**config.mk**
```make
export PLATFORM = sky130hd
export DESIGN_NAME = clock_digit_scan
export DESIGN_NICKNAME = d
export VERILOG_FILES = /design/src/rtl/clock_digit_scan.sv
export SDC_FILE = /design/constraint.sdc
export NUM_CORES = 1
export LEC_CHECK = 0
export ABC_AREA = 1
export BUFFER_PORTS_ARGS = -buffer_cell sky130_fd_sc_hd__buf_2
export CAP_MARGIN = 15
export CORE_ASPECT_RATIO = 1.2
export CORE_MARGIN = 4
export CORE_UTILIZATION = 60
export DETAILED_ROUTE_END_ITERATION = 6
export PLACE_DENSITY = 0.79
export SYNTH_ARGS = -nofsm -noshare
export SYNTH_HDL_FRONTEND = slang
export SYNTH_SLANG_ARGS = --single-unit
```
**constraint.sdc**
```tcl
create_clock -name clk -period 5.3 [get_ports clk]
set_input_delay 0.265 -clock clk [delete_from_list [all_inputs] [get_ports clk]]
set_output_delay 0.265 -clock clk [all_outputs]
set_load 0.03 [all_outputs]
```
**src/rtl/clock_digit_scan.sv**
```systemverilog
// clock_digit_scan: splits hour/min/sec into six decimal digits and scans them onto a shared digit bus.
// Ports:
//   clk   - system clock, rising edge
//   reset - asynchronous active-low reset
//   hour  - binary hours 0..23 (larger values clamp to 23)
//   min   - binary minutes 0..59 (larger values clamp to 59)
//   sec   - binary seconds 0..59 (larger values clamp to 59)
//   num   - current digit 0..9 for the 7-segment decoder
//   com_n - active-low one-hot digit enables, bit0 = hour tens .. bit5 = sec ones
// Optional: define CLOCK_HOUR_BLANK_EN to darken the hour-tens digit when hours < 10.
module clock_digit_scan #(
  parameter int SCAN_DIV = 50000
) (
  input  logic       clk,
  input  logic       reset,
  input  logic [5:0] hour,
  input  logic [5:0] min,
  input  logic [5:0] sec,
  output logic [5:0] num,
  output logic [5:0] com_n
);
  localparam int CW = (SCAN_DIV > 1) ? $clog2(SCAN_DIV) : 1;
  logic [CW-1:0] cnt_q, cnt_d;
  logic [2:0]    idx_q, idx_d, idx_p_q;
  logic [5:0]    hour_q, hour_d, min_q, min_d, sec_q, sec_d;
  logic [5:0]    num_q, num_d, com_n_q, com_n_d, sel_v;
  logic          vld_q, slot_end, cap;
  function automatic logic [3:0] tens_of(input logic [5:0] v);
    return v >= 6'd50 ? 4'd5 :
           v >= 6'd40 ? 4'd4 :
           v >= 6'd30 ? 4'd3 :
           v >= 6'd20 ? 4'd2 :
           v >= 6'd10 ? 4'd1 : 4'd0;
  endfunction
  function automatic logic [3:0] ones_of(input logic [5:0] v);
    logic [5:0] t;
    t = {2'b00, tens_of(v)};
    return 4'(v - (t << 3) - (t << 1));
  endfunction
  always_comb begin
    slot_end = cnt_q == CW'(SCAN_DIV - 1);
    cnt_d    = slot_end ? '0 : cnt_q + 1'b1;
    idx_d    = !slot_end ? idx_q : (idx_q == 3'd5 ? 3'd0 : idx_q + 3'd1);
    // shadow copies change only at the frame boundary so a frame never mixes two times
    cap      = slot_end && idx_q == 3'd5;
    hour_d   = !cap ? hour_q : (hour > 6'd23 ? 6'd23 : hour);
    min_d    = !cap ? min_q : (min > 6'd59 ? 6'd59 : min);
    sec_d    = !cap ? sec_q : (sec > 6'd59 ? 6'd59 : sec);
    sel_v    = idx_q < 3'd2 ? hour_q : idx_q < 3'd4 ? min_q : sec_q;
    num_d    = {2'b00, idx_q[0] ? ones_of(sel_v) : tens_of(sel_v)};
    // vld_q keeps the enables dark until the delayed index holds a real slot
    com_n_d  = vld_q ? ~(6'b1 << idx_p_q) : 6'h3f;
`ifdef CLOCK_HOUR_BLANK_EN
    if (idx_p_q == 3'd0 && hour_q < 6'd10) com_n_d = 6'h3f;
`endif
  end
  always_ff @(posedge clk or negedge reset) begin
    if (!reset) begin
      cnt_q   <= '0;
      idx_q   <= '0;
      idx_p_q <= '0;
      hour_q  <= '0;
      min_q   <= '0;
      sec_q   <= '0;
      num_q   <= '0;
      com_n_q <= 6'h3f;
      vld_q   <= 1'b0;
    end else begin
      cnt_q   <= cnt_d;
      idx_q   <= idx_d;
      idx_p_q <= idx_q;
      hour_q  <= hour_d;
      min_q   <= min_d;
      sec_q   <= sec_d;
      num_q   <= num_d;
      com_n_q <= com_n_d;
      vld_q   <= 1'b1;
    end
  end
  assign num   = num_q;
  assign com_n = com_n_q;
endmodule

```
==> impl_metrics.xml, run 1 <==
<?xml version="1.0" encoding="UTF-8"?>
<metrics>
  <group name="die">
    <metric name="design.core.area" unit="mm2">0.004004</metric>
    <metric name="io_pins" unit="">32</metric>
    <metric name="starting_density_of_the_core" unit="">0.6353</metric>
    <metric name="row_count" unit="">25</metric>
    <metric name="die_height" unit="um">79.33</metric>
    <metric name="design.die.area" unit="mm2">0.005350</metric>
    <metric name="dieWidth" unit="um">67.44</metric>
  </group>
  <group name="finish">
    <metric name="drive_above_1_share" unit="">0.1696</metric>
    <metric name="final-seq-area" unit="mm2">0.001284</metric>
    <metric name="post_layout_nonfiller_instances" unit="">390</metric>
    <metric name="multiInputGateArea" unit="um2">997.2</metric>
    <metric name="layout.filler_cells" unit="">360</metric>
    <metric name="n_antenna_cell" unit="">0</metric>
    <metric name="fin_nets" unit="">360</metric>
    <metric name="syn_to_layout_area_delta" unit="%">10.82</metric>
  </group>
  <group name="clocking">
    <metric name="clock_tree.htree_level_count" unit="">2</metric>
    <metric name="cts_buffer_depth" unit="">2</metric>
    <metric name="clock-sinks" unit="">51</metric>
    <metric name="cts_made_buffers" unit="">5</metric>
    <metric name="clock_tree_from_tritoncts" unit="">done</metric>
    <metric name="clockRootBuffer" unit="">clkbuf_8</metric>
    <metric name="postCtsSetupBuffers" unit="">0</metric>
    <metric name="clk_pin_slew_worst_paths" unit="ns">0.10</metric>
    <metric name="clock_insertion_delay_at_the_later_pin_of_the_skew_report" unit="ns">0.31</metric>
    <metric name="cts.repair.resized" unit="">0</metric>
  </group>
  <group name="power_and_ir_drop">
    <metric name="worst_vdd_ir" unit="V">0.0002111</metric>
    <metric name="power-per-cell-area" unit="mW/mm2">234.4</metric>
    <metric name="leakage" unit="nW">1.472</metric>
  </group>
  <group name="route">
    <metric name="dr_total_vias" unit="">1951</metric>
    <metric name="drt_first_pass_iters" unit="">4</metric>
    <metric name="drcViolationCount" unit="">0</metric>
    <metric name="viasPerCell" unit="">5.003</metric>
    <metric name="drt-initial-drc-count" unit="">113</metric>
    <metric name="wire_per_inst" unit="um">11.48</metric>
    <metric name="remaining_antenna_violation_count_after_routing" unit="">0</metric>
    <metric name="routed_wl" unit="um">4476</metric>
  </group>
  <group name="yosys">
    <metric name="netlist-cell-type-count" unit="">34</metric>
    <metric name="synth_ff_type" unit="">dfrtp_1</metric>
    <metric name="synth_enable_flop_cells" unit="">0</metric>
    <metric name="synth_top_cell_by_area" unit="">dfrtp_1</metric>
    <metric name="netlist_instances" unit="">304</metric>
    <metric name="asyncSetResetFlopFracSynth" unit="">1.000</metric>
    <metric name="syn_area" unit="mm2">0.002544</metric>
    <metric name="synth_common_cells" unit="">60 x nand2_1, 50 x inv_1, 45 x dfrtp_1</metric>
    <metric name="yosysMostFrequentCell" unit="">nand2_1</metric>
    <metric name="synth_warnings" unit="">0</metric>
    <metric name="seq_area_frac_synth" unit="">0.5047</metric>
    <metric name="syn_area_per_cell" unit="um2">8.367</metric>
    <metric name="synth_largest_type_area_fraction" unit="">0.4427</metric>
    <metric name="post_synth_main_area_contributors" unit="">dfrtp_1 44%, nand2_1 8.9%, inv_1 7.4%</metric>
    <metric name="yosys_register_bits" unit="">51</metric>
  </group>
  <group name="setup_path">
    <metric name="start_kind" unit="">flop</metric>
    <metric name="crit_path_max_fanout" unit="">23</metric>
    <metric name="worstReg2RegStart" unit="">cnt_q[0]</metric>
    <metric name="worst_r2r_path_depth" unit="">9</metric>
    <metric name="cp_data_required_time" unit="ns">5.49</metric>
    <metric name="worst_ep_arrival_time" unit="ns">2.68</metric>
    <metric name="timing_worst_setup_path_type" unit="">reg -&gt; reg</metric>
    <metric name="critical_path.startpoint" unit="">cnt_q[0]</metric>
    <metric name="worst_setup_path_end_kind" unit="">flop</metric>
  </group>
  <group name="timing">
    <metric name="min_period_over_period" unit="">0.4700</metric>
    <metric name="timing.clock.skew" unit="ns">0.01076</metric>
    <metric name="setup-violations-final" unit="">0</metric>
    <metric name="finalHoldViolations" unit="">0</metric>
    <metric name="achievable-frequency" unit="MHz">401.4</metric>
    <metric name="slew-limit-headroom" unit="">0.5292</metric>
    <metric name="fin_ws" unit="ns">2.809</metric>
    <metric name="unrepaired_setup_endpoints_after_global_routing" unit="">no</metric>
    <metric name="timing_worst_slew_pin_value" unit="ns">0.7039</metric>
    <metric name="hold-worst-slack" unit="ns">0.1741</metric>
    <metric name="fin_tns_setup" unit="ns">0</metric>
    <metric name="period_minus_slack" unit="ns">2.491</metric>
    <metric name="final-max-slew-violation-count" unit="">0</metric>
  </group>
  <group name="global_routing">
    <metric name="grt.overflow.total" unit="">0</metric>
    <metric name="grt_antenna_before_repair" unit="">0</metric>
    <metric name="first_pass_grt_wire_length" unit="um">8307</metric>
    <metric name="grt_max_degree" unit="">52</metric>
    <metric name="vias_in_the_first_global_route" unit="">1971</metric>
    <metric name="grt_use_total" unit="">0.2044</metric>
  </group>
  <group name="placed_design">
    <metric name="number_of_cells_after_detailed_placement" unit="">380</metric>
    <metric name="detailedPlace.worstSlack" unit="ns">2.804</metric>
    <metric name="dp.final_hpwl" unit="um">3388</metric>
    <metric name="routabilityCongestion" unit="">0.7861</metric>
    <metric name="port_buffers" unit="">29</metric>
  </group>
  <group name="worst_hold_path">
    <metric name="worst_min_path_start" unit="">sec[4]</metric>
    <metric name="hold_class" unit="">in -&gt; reg</metric>
    <metric name="worst_hold_path.num_cells" unit="">3</metric>
  </group>
  <group name="outcome">
    <metric name="run_status" unit="">finished clean</metric>
  </group>
  <group name="flow_run">
    <metric name="max-cap-violations" unit="">0</metric>
  </group>
</metrics>
==> power by group <==
group,switching (W),internal [W]
clock network,0.000137,0.0000979
registers,0.000000699,0.000392
logic,0.0000214,0.0000119
==> layer usage <==
metal | global-route usage | routed length, um | vias up | share of wire
li1 | - | - | 1012 | -
met1 | 0.2355 | 1878 | 887 | 0.42
met2 | 0.3609 | 2319 | 44 | 0.52
met3 | 0.04243 | 186 | 8 | 0.042
met4 | 0.08316 | 92 | 0 | 0.021
met5 | 0 | 0 | - | 0
==> metrics by stage <==
step / util / cell area, um2 / total power (W)
2_1_floorplan: - / 2547 / 0.0004148
3_3_place_gp: 0.6725 / 2693 / 0.0004315
3_5_place_dp: 0.6725 / 2693 / 0.0004317
4_1_cts: 0.6966 / 2789 / 0.0006675
5_1_grt: 0.7041 / 2819 / 0.0006913
6_report: 0.7041 / 2819 / 0.0006607
==> cells by family (layout without fill, tap and decap cells) <==
| family | count (synthesis) | after routing | share of synthesized area |
|---|---|---|---|
| buf+inv | 61 | 92 | 0.1048 |
| fa+ha+maj | 5 | 5 | 0.02459 |
| xor+xnor | 7 | 7 | 0.02410 |
| simple gates | 144 | 144 | 0.2646 |
| other cells | 2 | 3 | 0.002952 |
| flops | 51 | 51 | 0.5047 |
| compound gates | 34 | 34 | 0.07428 |
==> cell usage in the layout, fill, tap and decap left out, types with 6 or more instances in the layout <==
master / synthesis / layout
a21oi_1: 14 / 14
buf_2: 0 / 29
dfrtp_1: 45 / 45
dfstp_2: 6 / 6
inv_1: 50 / 50
nand2_1: 60 / 60
nand3_1: 20 / 20
nand4_1: 6 / 6
nor2_1: 34 / 34
o21ai_0: 12 / 12
==> worst max-delay path, cell delays in order (launching register included) <==
cell and delay (ns):
dfrtp_1 0.38, ha_1 0.19, nand3_1 0.16, nor2_1 0.13
and2_1 0.32, nand2_2 0.12, nor3_4 0.56, inv_2 0.24
nor3_1 0.21, a21oi_1 0.06
==> final timing paths <==
| check | end | slack [ns] |
|---|---|---|
| setup reg to reg | hour_q[2] | 2.81 |
| min in group asynchronous | cnt_q[3] | 0.41 |
| hold / removal | sec_q[4] | 0.17 |
| hold reg to reg | com_n[3] | 0.47 |
| max in group asynchronous | com_n[5] | 4.33 |
| setup / recovery | hour_q[2] | 2.81 |
==> flip-flops by register name (all words and copies together), names as in the netlist <==
| name | count |
|---|---|
| idx_p_q | 3 |
| com_n | 6 |
| cnt_q | 16 |
| sec_q | 6 |
| hour_q | 6 |
| idx_q | 3 |
| min_q | 6 |
| num | 4 |
| vld_q | 1 |
==> area by class of cell <==
cell class                      count  area share
Sequential cell                    51      0.4554
Multi-Input combinational cell    193      0.3538
Inverter                           53     0.07057
Timing Repair Buffer               31     0.06214
Clock buffer                        5     0.02441
Tap cell                           54     0.02397
Clock inverter                      3    0.009765
==> what timing repair did <==
| action | 4_1_cts | 5_1_grt |
|---|---|---|
| setup endpoints to repair | 0 | 0 |
| hold endpoints to repair | 0 | 13 |
| hold buffers | 0 | 1 |
No activity file was read; power rests on OpenSTA's default activity.
==> run 2, diff against run 1 <==
Settings changed: ABC_AREA 1 to 0, CORE_UTILIZATION 60 to 57, PLACE_DENSITY 0.79 to 0.76.
Clock period 5.3 ns to 2.55 ns, I/O delays scaled along.
==> impl_metrics.xml, run 2 <==
<?xml version="1.0" encoding="UTF-8"?>
<metrics>
  <group name="timing">
    <metric name="timing.clock.skew" unit="ns">0.01085</metric>
    <metric name="min_period_over_period" unit="">0.9396</metric>
    <metric name="setup-violations-final" unit="">0</metric>
    <metric name="hold-worst-slack" unit="ns">0.03837</metric>
    <metric name="period_minus_slack" unit="ns">2.396</metric>
    <metric name="final-max-slew-violation-count" unit="">0</metric>
    <metric name="achievable-frequency" unit="MHz">417.4</metric>
    <metric name="finalHoldViolations" unit="">0</metric>
  </group>
  <group name="global_routing">
    <metric name="grt_max_degree" unit="">49</metric>
    <metric name="first_pass_grt_wire_length" unit="um">7838</metric>
    <metric name="grt_antenna_before_repair" unit="">0</metric>
    <metric name="grt.overflow.total" unit="">0</metric>
    <metric name="vias_in_the_first_global_route" unit="">1828</metric>
    <metric name="grt_use_total" unit="">0.1903</metric>
  </group>
  <group name="power_and_ir_drop">
    <metric name="sw_frac_of_total" unit="">0.1980</metric>
    <metric name="p_sw" unit="W">0.0003093</metric>
    <metric name="power.clock.fraction" unit="">0.410</metric>
    <metric name="cellInternalPower" unit="W">0.001253</metric>
    <metric name="power-per-cell-area" unit="mW/mm2">548.7</metric>
    <metric name="worst_vdd_ir" unit="V">0.0003412</metric>
    <metric name="share_comb_of_total_power" unit="">0.062</metric>
    <metric name="pnr_total_power" unit="W">0.001562</metric>
    <metric name="leakage" unit="nW">1.277</metric>
    <metric name="p_seq_frac" unit="">0.528</metric>
  </group>
  <group name="route">
    <metric name="remaining_antenna_violation_count_after_routing" unit="">0</metric>
    <metric name="viasPerCell" unit="">5.286</metric>
    <metric name="routed_wl" unit="um">4276</metric>
    <metric name="drt-initial-drc-count" unit="">73</metric>
    <metric name="drcViolationCount" unit="">0</metric>
    <metric name="drt_first_pass_iters" unit="">4</metric>
    <metric name="dr_total_vias" unit="">1792</metric>
    <metric name="wire_per_inst" unit="um">12.61</metric>
  </group>
  <group name="clocking">
    <metric name="clock_tree_from_tritoncts" unit="">done</metric>
    <metric name="clockRootBuffer" unit="">clkbuf_8</metric>
    <metric name="clock-sinks" unit="">51</metric>
    <metric name="clock_insertion_delay_at_the_later_pin_of_the_skew_report" unit="ns">0.30</metric>
    <metric name="cts_buffer_depth" unit="">2</metric>
    <metric name="cts_made_buffers" unit="">5</metric>
    <metric name="clk_pin_slew_worst_paths" unit="ns">0.09</metric>
    <metric name="clock_tree.htree_level_count" unit="">2</metric>
  </group>
  <group name="yosys">
    <metric name="yosys_register_bits" unit="">51</metric>
    <metric name="syn_area_per_cell" unit="um2">9.999</metric>
    <metric name="synth_ff_type" unit="">dfrtp_1</metric>
    <metric name="synth_largest_type_area_fraction" unit="">0.4615</metric>
    <metric name="post_synth_main_area_contributors" unit="">dfrtp_1 46%, dfstp_2 6.5%, nand2_1 6.0%</metric>
    <metric name="synth_enable_flop_cells" unit="">0</metric>
    <metric name="asyncSetResetFlopFracSynth" unit="">1.000</metric>
    <metric name="netlist_instances" unit="">244</metric>
    <metric name="synth_warnings" unit="">0</metric>
    <metric name="synth_common_cells" unit="">45 x dfrtp_1, 39 x nand2_1, 30 x nor2_1</metric>
    <metric name="synth_top_cell_by_area" unit="">dfrtp_1</metric>
    <metric name="netlist-cell-type-count" unit="">46</metric>
    <metric name="seq_area_frac_synth" unit="">0.5262</metric>
    <metric name="syn_area" unit="mm2">0.002440</metric>
    <metric name="yosysMostFrequentCell" unit="">dfrtp_1</metric>
  </group>
  <group name="placed_design">
    <metric name="routabilityCongestion" unit="">0.7735</metric>
    <metric name="port_buffers" unit="">29</metric>
    <metric name="postPlaceCellArea" unit="mm2">0.002674</metric>
    <metric name="dp.final_hpwl" unit="um">3171</metric>
  </group>
  <group name="finish">
    <metric name="final-seq-area" unit="mm2">0.001286</metric>
    <metric name="largest_reg_flops" unit="">16</metric>
    <metric name="syn_to_layout_area_delta" unit="%">16.67</metric>
    <metric name="largest-register" unit="">cnt_q</metric>
    <metric name="n_antenna_cell" unit="">0</metric>
    <metric name="design_area" unit="mm2">0.002846</metric>
    <metric name="fin_nets" unit="">309</metric>
    <metric name="drive_above_1_share" unit="">0.2246</metric>
    <metric name="layout_common_cells" unit="">43 x dfrtp_1, 39 x nand2_1, 30 x nor2_1, 29 x buf_2, 13 x nor3_1</metric>
    <metric name="final_common_cell" unit="">dfrtp_1</metric>
    <metric name="multiInputGateArea" unit="mm2">0.001084</metric>
    <metric name="layout.filler_cells" unit="">332</metric>
  </group>
  <group name="die">
    <metric name="design.die.area" unit="mm2">0.005396</metric>
    <metric name="design.core.area" unit="mm2">0.004035</metric>
    <metric name="starting_density_of_the_core" unit="">0.6047</metric>
    <metric name="die_height" unit="um">79.67</metric>
    <metric name="io_pins" unit="">32</metric>
    <metric name="row_count" unit="">25</metric>
    <metric name="dieWidth" unit="um">67.73</metric>
  </group>
  <group name="outcome">
    <metric name="run_status" unit="">finished clean</metric>
  </group>
  <group name="setup_path">
    <metric name="start_kind" unit="">flop</metric>
    <metric name="cp_data_required_time" unit="ns">2.72</metric>
    <metric name="worst_ep_arrival_time" unit="ns">2.57</metric>
    <metric name="timing_worst_setup_path_type" unit="">reg -&gt; reg</metric>
    <metric name="crit_path_max_fanout" unit="">10</metric>
    <metric name="worst_setup_path_end_kind" unit="">flop</metric>
  </group>
  <group name="worst_hold_path">
    <metric name="hold_class" unit="">in -&gt; reg</metric>
  </group>
  <group name="flow_run">
    <metric name="max-cap-violations" unit="">0</metric>
  </group>
</metrics>
==> run 2: worst max-delay path, stage by stage, from the launching register on <==
cell	delay, ns
dfrtp_2	0.48
mux2_2	0.39
mux2i_4	0.15
inv_1	0.06
ha_1	0.19
inv_1	0.05
o311ai_1	0.12
o21ai_0	0.11
o31a_1	0.19
nand2_1	0.08
ha_1	0.20
xnor2_1	0.12
nand2_1	0.06
o31ai_1	0.07
==> run 2: final cells by class <==
cell class / instances / share of cell area
clock inverter: 2 / 0.02110
timing repair buffer: 42 / 0.09055
sequential: 51 / 0.4519
inverter: 5 / 0.006593
tap: 54 / 0.02374
clock buffer: 6 / 0.02549
multi-input combinational: 179 / 0.3807
==> run 2: path summary, 6_finish.rpt <==
kind	from	end	slack [ns]	cells after the start
worst max-delay path	idx_q[1]	num[2]	0.15	13
worst max register to register	idx_q[1]	num[2]	0.15	13
worst min register to register	idx_p_q[2]	com_n[5]	0.45	1
min in group asynchronous	reset	cnt_q[11]	0.23	2
max in group asynchronous	reset	com_n[2]	1.79	3
worst min-delay path	sec[5]	sec_q[5]	0.04	3
==> run 2: timing repair <==
| action | 4_1_cts | 5_1_grt |
|---|---|---|
| hold buffers | 0 | 1 |
| hold endpoints to repair | 0 | 9 |
| resized for setup | 0 | 2 |
| endpoints found under the setup margin | 0 | 3 |
| buffers inserted | 0 | 1 |
==> run 2: metal layers <==
metal,part of all wire,vias up,GRT usage
met3,0.047,4,0.03803
li1,-,906,-
met2,0.50,38,0.3330
met5,0,-,0
met4,0.010,0,0.06085
met1,0.45,844,0.2296
==> run 2: cells by family (layout without fill, tap and decap cells) <==
| kind of cell | Yosys count | in the layout | share of synthesized area |
|---|---|---|---|
| compound gates | 31 | 31 | 0.08513 |
| xor+xnor | 18 | 18 | 0.07026 |
| fa+ha+maj | 5 | 5 | 0.02564 |
| buf+inv | 15 | 55 | 0.03128 |
| flops | 51 | 51 | 0.5262 |
| mux | 8 | 8 | 0.04051 |
| other cells | 2 | 3 | 0.003078 |
| simple gates | 114 | 114 | 0.2179 |
==> run 2: power groups by stage <==
stage	Combinational (W)	Clock (W)	Sequential [W]
floorplan	0.0000461	0	0.000843
global placement	0.0000900	0	0.000840
detailed placement	0.0000921	0	0.000840
CTS	0.0000939	0.000655	0.000825
global route	0.000111	0.000690	0.000826
finish	0.0000970	0.000641	0.000824
==> run 2: through the flow <==
step,instances,setup TNS [ns],setup WS [ns],utilization
after floorplan,245,0,0.2509,-
after global placement,328,0,0.1597,0.6626
after detailed placement,328,0,0.05002,0.6626
after CTS,336,0,0.01452,0.6955
after global routing,339,-0.001620,-0.001620,0.7054
final,339,0,0.1541,0.7054
